File: src/rtl/ram_ctrl.sv
// Single-port RAM controller: clears the RAM after reset, then turns one
// valid/ready command at a time into registered RAM read/write requests.
module ram_ctrl #(
   parameter int AW       = 2,
   parameter int DW       = 2,
   parameter int READ_LAT = 1
) (
   input  logic          clk,
   input  logic          rst,
   input  logic          cmd_valid,
   output logic          cmd_ready,
   input  logic          cmd_write,
   input  logic [AW-1:0] cmd_addr,
   input  logic [DW-1:0] cmd_wdata,
   output logic          rsp_valid,
   input  logic          rsp_ready,
   output logic [DW-1:0] rsp_data,
   output logic          ram_read_rq,
   output logic          ram_write_rq,
   output logic [AW-1:0] ram_address,
   output logic [DW-1:0] ram_write_data,
   input  logic [DW-1:0] ram_read_data,
   output logic          init_done
);

   localparam logic [2:0] S_INIT  = 3'd0;
   localparam logic [2:0] S_IDLE  = 3'd1;
   localparam logic [2:0] S_WRITE = 3'd2;
   localparam logic [2:0] S_READ  = 3'd3;
   localparam logic [2:0] S_RESP  = 3'd4;

   // The sweep counter has one extra bit so "all addresses written" is distinct from address 0.
   localparam logic [AW:0] SWEEP_END = {1'b1, {AW{1'b0}}};
   localparam logic [AW:0] CNT_ONE   = (AW+1)'(1);
   localparam logic [2:0]  LAT_LAST  = 3'(READ_LAT);

   logic [2:0]  state;
   logic [AW:0] init_cnt;
   logic [2:0]  lat_cnt;

   always_ff @(posedge clk or negedge rst) begin
      if (!rst) begin
         state          <= S_INIT;
         init_cnt       <= '0;
         lat_cnt        <= '0;
         init_done      <= 1'b0;
         cmd_ready      <= 1'b0;
         rsp_valid      <= 1'b0;
         rsp_data       <= '0;
         ram_read_rq    <= 1'b0;
         ram_write_rq   <= 1'b0;
         ram_address    <= '0;
         ram_write_data <= '0;
      end else begin
         case (state)
            S_INIT: begin
               if (init_cnt == SWEEP_END) begin
                  ram_write_rq <= 1'b0;
                  init_done    <= 1'b1;
                  cmd_ready    <= 1'b1;
                  state        <= S_IDLE;
               end else begin
                  ram_write_rq   <= 1'b1;
                  ram_address    <= init_cnt[AW-1:0];
                  ram_write_data <= '0;
                  init_cnt       <= init_cnt + CNT_ONE;
               end
            end
            S_IDLE: begin
               if (cmd_valid && cmd_ready) begin
                  cmd_ready   <= 1'b0;
                  ram_address <= cmd_addr;
                  if (cmd_write) begin
                     ram_write_rq   <= 1'b1;
                     ram_write_data <= cmd_wdata;
                     state          <= S_WRITE;
                  end else begin
                     ram_read_rq <= 1'b1;
                     lat_cnt     <= 3'd1;
                     state       <= S_READ;
                  end
               end
            end
            S_WRITE: begin
               ram_write_rq <= 1'b0;
               cmd_ready    <= 1'b1;
               state        <= S_IDLE;
            end
            // Read data is sampled on the last cycle the request is held.
            S_READ: begin
               if (lat_cnt == LAT_LAST) begin
                  ram_read_rq <= 1'b0;
                  rsp_data    <= ram_read_data;
                  rsp_valid   <= 1'b1;
                  state       <= S_RESP;
               end else begin
                  lat_cnt <= lat_cnt + 3'd1;
               end
            end
            S_RESP: begin
               if (rsp_ready) begin
                  rsp_valid <= 1'b0;
                  cmd_ready <= 1'b1;
                  state     <= S_IDLE;
               end
            end
            default: begin
               state        <= S_INIT;
               init_cnt     <= '0;
               init_done    <= 1'b0;
               cmd_ready    <= 1'b0;
               rsp_valid    <= 1'b0;
               ram_read_rq  <= 1'b0;
               ram_write_rq <= 1'b0;
            end
         endcase
      end
   end

endmodule

File: config.mk
export PLATFORM = sky130hd
export DESIGN_NAME = ram_ctrl
export DESIGN_NICKNAME = d
export VERILOG_FILES = /design/src/rtl/ram_ctrl.sv
export SDC_FILE = /design/constraint.sdc
export NUM_CORES = 1
export LEC_CHECK = 0
export ABC_AREA = 0
export CORE_MARGIN = 1
export CORE_UTILIZATION = 50
export CTS_CLUSTER_DIAMETER = 30
export CTS_CLUSTER_SIZE = 25
export DETAILED_ROUTE_END_ITERATION = 8
export PLACE_DENSITY = 0.74
export SKIP_LAST_GASP = 1
export SYNTH_ARGS = -nofsm -noshare
export SYNTH_HDL_FRONTEND = slang
export SYNTH_SLANG_ARGS = --single-unit
File: constraint.sdc
create_clock -name clk -period 2.6 [get_ports clk]
set_clock_uncertainty 0.15 [all_clocks]
set_input_delay 0.65 -clock clk [delete_from_list [all_inputs] [get_ports clk]]
set_output_delay 0.65 -clock clk [all_outputs]
set_load 0.005 [all_outputs]
==> metrics.md <==
| Metric | Value |
|---|---|
| Placer Congestion | `roughly 0.76` |
| Max clock buf depth | `2` |
| Die Width | `49.3 um` |
| Hold Path Depth | `1` |
| Buffers & Inverters on Critical Path | `1` |
| Wirelength per Cell | `around 15 um` |
| Fillers | `between 150 and 200` |
| Fin nets | `between 100 and 150` |
| Starting Density | `a little over half` |
| Post-CTS sizing | `0` |
| IO buf count | `21` |
| Ys async rst share | `100%` |
| Netlist cell types | `38` |
| Setup crit end kind | `output pin` |
| Seq pwr share | `about 36%` |
| CTS tree | `built` |
| Total power | `around 0.0016 W` |
| Syn Area/Cell | `around 11 um^2` |
| GRT Util Overall | `around 22%` |
| EDFF count, synth | `0` |
| CP top delay family | `buffers and inverters` |
| Slowest stage delay, CP | `0.54 ns` |
| Cell Chain, Critical Path | `clkdlybuf4s50_1` |
| Initial DRC count | `18` |
| Slowest-stage cell, CP | `clkdlybuf4s50_1` |
| Hold EP | `ram_address[1]` |
| Internal power | `between 0.0009 and 0.001 W` |
| Post-CTS Setup Bufs | `0` |
| Post-Syn Area | `1120 um^2` |
| Layout cell share with drive strength beyond 1 | `a little over an eighth` |
| Area grow syn2layout | `24.1%` |
| Switching power | `a little under 0.0006 W` |
| Inserted Clock Buffers | `3` |
| Core Box Area | `between 2000 and 2500 um^2` |
| Worst-path fanout max | `8` |
| Max-cap violations | `0` |
| Via Count | `909` |
| CP Class | `register to output pin` |
| TritonRoute pass-1 iters | `4` |
| Final Hold Vio Count | `0` |
| Synth top area share | `44.7%` |
| Post-route DRC | `0` |
| YS warnings | `0` |
| Synth Instances | `~110` |
| Worst-Margin Slew | `0.456 ns` |
| Power Density | `around 1100 nW/um^2` |
| RSZ-0062 raised after global routing | `no` |
| Sequential area share after synthesis | `about 45%` |
| Area leader, netlist | `dfrtp_1` |
| Final setup vio count | `0` |
| Main synth FF type | `dfrtp_1` |
| RR Endpoint | `lat_cnt[1]` |
| Setup TNS | `0 ns` |
| Synthesized Nets | `roughly 120` |
| Outcome | `completed` |
| Max-slew violations | `0` |
| Routed vias/inst | `5.83` |
| Hold path startpoint | `ram_address[1]` |
| FF-to-FF path depth | `3` |
| Vias in the first global route | `between 900 and 1,000` |
| Worst-path clk slew | `about 0.11 ns` |
| Post-CTS Hold Buffers | `0` |
| FF+latch count, synth | `20` |
| Synth Area in Compound Gates | `21.7%` |
| Clock Tree Root | `clkbuf_4` |
| Worst hold path type | `register to register` |
| Slew HR | `roughly 70%` |
| Combinational family with the most area after synthesis | `compound AO/OA/AOI/OAI gates` |
| Congestion Overflow GR | `0` |
| Die area | `about 2400 um^2` |
| Global-route wire length before repair | `~4.2 mm` |
| Post-Route WL | `2.28 mm` |
| Number of routed nets with antenna violations | `0` |
| RR Startpoint | `state[0]` |
| Ranking of synthesized cells by area | `dfrtp_1 45%, mux2_2 6.0%, ha_1 4.5%` |
| Crit path DAT | `around 1.3 ns` |
| Antenna violations before repair | `0` |
| Clk network pwr share | `a little under an eighth` |
| H-Tree Depth | `1` |
| Insertion delay to the later sink of the worst-skew pair | `0.29 ns` |
| Tmin final | `around 2.1 ns` |
| Pin count of the biggest net entering global routing | `21` |
| Post-Synth XOR/XNOR Area | `0%` |
| Diode count | `0` |
| P_leak | `~0.59 nW` |
| Comb pwr share | `about 53%` |
| Mux cell area share after synthesis | `7.37%` |
| DIE HEIGHT | `around 49 um` |
| R2r setup slk | `approximately 0.54 ns` |
| Detailed placement HPWL | `roughly 1.7 mm` |
| Period utilization | `about four fifths` |
| Row count | `16` |
| IO Count | `22` |
| Most frequent cell after synthesis | `dfrtp_1` |
| Total clock sinks | `20` |
| Synth top cells by count | `20 x dfrtp_1, 8 x nand2_1` |
| F_max | `approximately 480 MHz` |
| Maximum VDD drop | `~0.00064 V` |
| Sw Ratio | `between 30% and 40%` |
| Post-Synth Simple-Gate Area | `approximately 16%` |
| Worst setup SP type | `register` |
| Adder-cell share of the synthesized area | `under 10%` |
| WP data required | `between 1.5 and 2 ns` |
metal layers:
layer,part of all wire [%],GRT usage (%)
met3,3.2,3.43
met4,0.61,8.82
met1,46,29.5
met2,50,37.0
met5,0,0
area by class of cell:
cell class / count / area [um^2] / area share [%]
clock buffers: 4 / 36.3 / 2.61
well taps: 27 / 33.8 / 2.43
inverters: 6 / 22.5 / 1.62
repair buffers: 25 / 240 / 17.3
multi-input cells: 74 / 557 / 40.1
flip-flops and latches: 20 / 500 / 36.0
kinds of logic after synthesis:
kind of cell    after synthesis
compound gates               31
fa+ha+maj                     4
buf+inv                      12
flops                        20
mux                           7
simple gates                 32
worst reg2reg max path: cells and delay by family (launching register included):
family | cells | cell delay (ns)
flip-flops | 1 | 0.58
AND/OR/NAND/NOR | 1 | 0.56
AO/OA/AOI/OAI | 1 | 0.35
multiplexers | 1 | 0.32
power by group through the flow:
| stage | clock network, W | registers (W) | logic, W |
|---|---|---|---|
| after global placement | 0 | 0.000567 | 0.000804 |
| final | 0.000178 | 0.000566 | 0.000824 |
| after CTS | 0.000184 | 0.000568 | 0.000829 |
| after floorplan | 0 | 0.000536 | 0.000591 |
| after global routing | 0.000207 | 0.000590 | 0.000916 |
| after detailed placement | 0 | 0.000574 | 0.000822 |
state kept, by name, summed over array words and instances (netlist names):
signal	cells
cmd_ready	1
ram_write_rq	1
ram_read_rq	1
state	3
init_done	1
lat_cnt	3
ram_address	2
ram_write_data	2
init_cnt	3
rsp_valid	1
rsp_data	2
per-stage QoR:
step / hold WS (ns) / area [um^2] / instances / util, % / setup WS, ns
after global routing: 0.385 / 1390 / 156 / 68.1 / 0.377
after detailed placement: 0.332 / 1350 / 152 / 66.3 / 0.265
after floorplan: 0.204 / 1120 / 106 / - / 0.758
final: 0.354 / 1390 / 156 / 68.1 / 0.503
after global placement: 0.326 / 1350 / 152 / 66.3 / 0.302
after CTS: 0.359 / 1390 / 156 / 68.1 / 0.483
cell usage in the layout (no fill, tap or decap), types with 3 or more instances in the layout:
cell and instances:
clkdlybuf4s50_1 21, dfrtp_1 20, nand2_1 8, inv_1 6
nor2_1 6, a21oi_1 6, mux2_2 6, o21ai_0 6
ha_1 4, buf_4 4, a22o_1 3, nand3b_1 3
clkbuf_4 3
worst max-delay path by stage:
stage,start,endpoint,slack [ns],cells after the start
floorplan,state[2],lat_cnt[1],0.76,5
CTS,cmd_ready,cmd_ready,0.48,1
global route,lat_cnt[1],rsp_data[0],0.38,5
finish,cmd_ready,cmd_ready,0.50,1
detailed placement,cmd_valid,ram_write_data[1],0.26,4
global placement,cmd_valid,ram_write_data[1],0.30,4
Note: power is estimated with default switching activity, not from simulation.
==> edit 1: new RTL, config.mk and constraints unchanged <==
Reset style: synchronous (`rst`), changed in one clocked block.
--- a/src/rtl/ram_ctrl.sv
+++ b/src/rtl/ram_ctrl.sv
@@ -38,7 +38,7 @@
    logic [AW:0] init_cnt;
    logic [2:0]  lat_cnt;
 
-   always_ff @(posedge clk or negedge rst) begin
+   always_ff @(posedge clk) begin
       if (!rst) begin
          state          <= S_INIT;
          init_cnt       <= '0;
Behaviour: differs if rst is asserted again (counterexample within 4 cycles, from zero or initial values and one cycle with rst low); with rst held inactive, the same outputs for 10 cycles.
==> edit 1 against the unedited design <==
- first-iteration DRC count shrank 39%
- maximum frequency grew 3.1%
- setup slack gained 0.062 ns
- count of clock-buffer cells in the layout shrank 1
- cell area shrank 4.1%
- sequential cell count is the same
- area after synthesis shrank 0.67%
- critical path depth is the same
- wire length shrank 1.5%
Power is not compared: it rests on default switching activity, and its combinational part moved more than twofold at a synthesized area within 25%.
==> edit 1: results (changes against the unedited design) <==
outcome:
  status: "finished, final reports clean"
setup_path:
  crit_arrival_ns: 1.23  # -0.07 ns
  worstSetupStartpoint: "cmd_ready$_SDFFE_PN0P_"
  max_stage_delay_ns: 0.52  # -0.02 ns
  reg2reg_from: "state[1]$_SDFFE_PN0P_"
  path_max_fanout: 6  # -2
drt:
  drt_iter0_drc: 11  # -7
  routed_wl_um: 2240  # -1.5%
  num_vias: 959  # +5.5%
final_layout:
  nFillCells: 176  # +5.4%
  layout.area.seq_sq_um: 400  # -20%
  finalNonFillerCells: 170  # +9.0%
synthesis:
  synth_cell_type_count: 42  # +11%
  synthFlopType: "dfxtp_1"
  synth_common_cells: "20 x dfxtp_1, 14 x nand2_1, 9 x o21ai_0, 8 x nor2b_1, 6 x a21oi_1"
  async_reset_ff_frac: 0  # -1.00
  synthTopCellsByArea: "dfxtp_1 36%, nand2_1 4.7%, ha_1 4.5%"
place:
  dp_slack_ns: 0.278  # +0.0134 ns
  place_area_sq_mm: 0.00131  # -3.2%
  hpwlAfterDp_um: 1630  # -1.5%
  place.gp.congestion: 0.802  # +5.9%
global_routing:
  grt_first_pass_wirelength_um: 3980  # -5.9%
  grt_max_degree: 22  # +4.8%
  grt_pass1_vias: 900  # -5.9%
  track_usage: 0.213  # -0.0120
min_path:
  min_from: "lat_cnt[2]$_SDFFE_PN0P_"
## edit 1: cell types whose count changed after synthesis, sizes merged, moves of 3 or more
cell and change:
mux2 -6, dfrtp -20, nand2 +6, dfxtp +20, nor2b +7, o21ai +3
and3 +5, nor2 -3, a21boi +4, nor3 +4, nand3b -3
## edit 1: path summary, 6_finish.rpt
path,slack (ns),depth (start not counted),end
setup / recovery,0.57,1,cmd_ready
hold reg to reg,0.34,1,lat_cnt[2]$_SDFFE_PN0P_
hold / removal,0.34,1,lat_cnt[2]$_SDFFE_PN0P_
setup reg to reg,0.69,4,ram_write_rq$_SDFFE_PN0P_
## edit 1: per-layer routing
| layer | GRT usage | share of wire | vias to the layer above |
|---|---|---|---|
| li1 | - | - | 496 |
| met5 | 0 | 0 | - |
| met1 | 0.295 | 0.52 | 442 |
| met2 | 0.336 | 0.44 | 19 |
| met4 | 0.0588 | 0.0053 | 0 |
| met3 | 0.0374 | 0.034 | 2 |
## edit 1: cells by family after synthesis
kind of cell / Yosys count / synth area share
AND/OR/NAND/NOR: 48 / 0.247
flip-flops: 20 / 0.360
buffers and inverters: 13 / 0.0585
adder cells (fa/ha/maj): 4 / 0.0450
multiplexers: 3 / 0.0281
AO/OA/AOI/OAI: 39 / 0.261
## edit 1: power groups by stage
stage | sequential, mW | clock, mW | combinational, mW
after global placement | 0.371 | 0 | 0.185
after floorplan | 0.365 | 0 | 0.125
after global routing | 0.371 | 0.164 | 0.212
after detailed placement | 0.372 | 0 | 0.189
final | 0.365 | 0.145 | 0.190
after CTS | 0.365 | 0.146 | 0.190
## edit 1: area by class of cell
class                           instances  share of cell area
Timing Repair Buffer                   21               0.158
Tap cell                               27              0.0254
Sequential cell                        20               0.300
Clock buffer                            3              0.0169
Inverter                                5              0.0141
Multi-Input combinational cell         94               0.485
==> edit 2: new RTL, config.mk and constraints unchanged <==
Made on the original files. The parameter `DW` goes from 2 to 3.
--- a/src/rtl/ram_ctrl.sv
+++ b/src/rtl/ram_ctrl.sv
@@ -2,7 +2,7 @@
 // valid/ready command at a time into registered RAM read/write requests.
 module ram_ctrl #(
    parameter int AW       = 2,
-   parameter int DW       = 2,
+   parameter int DW       = 3,
    parameter int READ_LAT = 1
 ) (
    input  logic          clk,
Interface: changed (resized cmd_wdata, ram_read_data, ram_write_data and rsp_data); port bits go from 22 to 26. The function was not compared with the original's and may differ.
==> edit 2 against the unedited design <==
- power up 6.5%
- sequential cell count up 2
- setup slack better by 0.072 ns
- die area up 2.6%
- maximum frequency up 3.6%
- area after synthesis up 2.7%
- global-route usage down 0.39 points
- combinational power up 5.2%
- count of clock-buffer cells in the layout unchanged
- sequential power up 8.7%
- cell area up 6.5%
- wire length up 4.3%
- final cell count up 9.0%
- critical endpoint is now rsp_data[1]$_DFFE_PN0P_
==> edit 2: results (changes against the unedited design) <==
synthesis:
  synth_seq_cells: 22  # +10%
  synthTopCellsByArea: "dfrtp_1 48%, nand2_1 4.9%, a21oi_1 4.4%"
  yosysSeqAreaShare: 0.479  # +0.0319
  synth-compound-area-share: 0.213  # -0.00348
  synth.area.mux_share: 0.0381  # -0.0357
  syn_inst: 114  # +7.5%
  synth_cell_type_count: 39  # +2.6%
  synth_nets: 131  # +8.3%
  synth_fa_ha_area_frac: 0.0435  # -0.00117
  synth_common_cells: "22 x dfrtp_1, 15 x nand2_1, 10 x a21oi_1, 7 x nor2_1, 7 x o21ai_0"
  async_reset_ff_frac: 1.00  # unchanged
outcome:
  status: "finished, final reports clean"
drt:
  routed_wl_um: 2370  # +4.3%
  routed.top_layer: "met4"
  wire_per_inst_um: 14.0  # -4.3%
  met1_length_um: 1180  # +11%
  post_drt_via_cell_ratio: 5.50  # -5.6%
  dr_wl_met2_um: 1060  # -7.0%
  drt_iter0_drc: 19  # +1
  dr.pass1.iters: 6  # +2
  wl_met3_um: 118  # +62%
global_routing:
  use_met1: 0.295  # +0.000556
  grt_max_degree: 23  # +9.5%
  grt_first_pass_wirelength_um: 4150  # -1.8%
  grt_pass1_vias: 937  # -2.0%
  use_met2: 0.356  # -0.0140
  track_usage: 0.221  # -0.00389
  use_met3: 0.0463  # +0.0120
final_layout:
  final_nets: 161  # +11%
  inverters_excl_clock: 5  # -1
  final-nonclk-buf-share: 0.194  # +0.0216
  multi_input_gates: 82  # +11%
  drive_above_1_share: 0.112  # -0.0199
  multi_input_area_share: 0.374  # -0.0269
  nFillCells: 162  # -3.0%
  final_core_util: 0.718  # +0.0371
  clk_share: 0.0245  # -0.00159
  nNonClkBuffers: 30  # +20%
  seq_share: 0.372  # +0.0119
setup_path:
  crit_arrival_ns: 2.08  # +0.78 ns
  max_stage_delay_ns: 0.54  # about the same
  cp_slowest_cell: "nor3b_1"
  path_max_fanout: 4  # -4
  path_delay_family: "simple AND/OR/NAND/NOR gates"
min_path:
  min_path_type: "reg2reg"
power_and_ir_drop:
  internal_power_mw: 1.04  # +7.0%
  peakVddDrop_mv: 0.733  # +15%
  p_leak_nw: 0.642  # +8.9%
floorplanning:
  core_sq_mm: 0.00206  # +0.98%
place:
  dp_slack_ns: 0.311  # +0.0467 ns
  placedCellCount: 166  # +9.2%
  place.gp.congestion: 0.794  # +4.9%
  place_area_sq_mm: 0.00144  # +6.7%
  hpwlAfterDp_um: 1680  # +1.5%
  port_buffers: 25  # +19%
clocking:
  clk_pin_slew_worst_paths_ns: 0.12
  clockBufferDepth: 2  # unchanged
sta:
  maxSlewHeadroom: 0.607  # -0.0887
==> edit 2: power groups by stage <==
stage               clock, mW  sequential (mW)  combinational [mW]
floorplan                   0            0.567               0.580
global route            0.205            0.639               0.972
finish                  0.188            0.615               0.867
global placement            0            0.613               0.845
detailed placement          0            0.618               0.867
CTS                     0.192            0.615               0.872
==> edit 2: worst paths after layout <==
path | from | end | slack [ns] | cells after the start
max | lat_cnt[1]$_DFFE_PN0P_ | rsp_data[1]$_DFFE_PN0P_ | 0.58 | 5
max in group asynchronous | rst | init_cnt[1]$_DFFE_PN0P_ | 1.56 | 2
min | ram_write_rq$_DFFE_PN0P_ | ram_write_rq$_DFFE_PN0P_ | 0.36 | 1
min reg2reg | ram_write_rq$_DFFE_PN0P_ | ram_write_rq$_DFFE_PN0P_ | 0.36 | 1
max reg2reg | lat_cnt[1]$_DFFE_PN0P_ | rsp_data[1]$_DFFE_PN0P_ | 0.58 | 5
min in group asynchronous | rst | rsp_valid$_DFFE_PN0P_ | 0.52 | 2
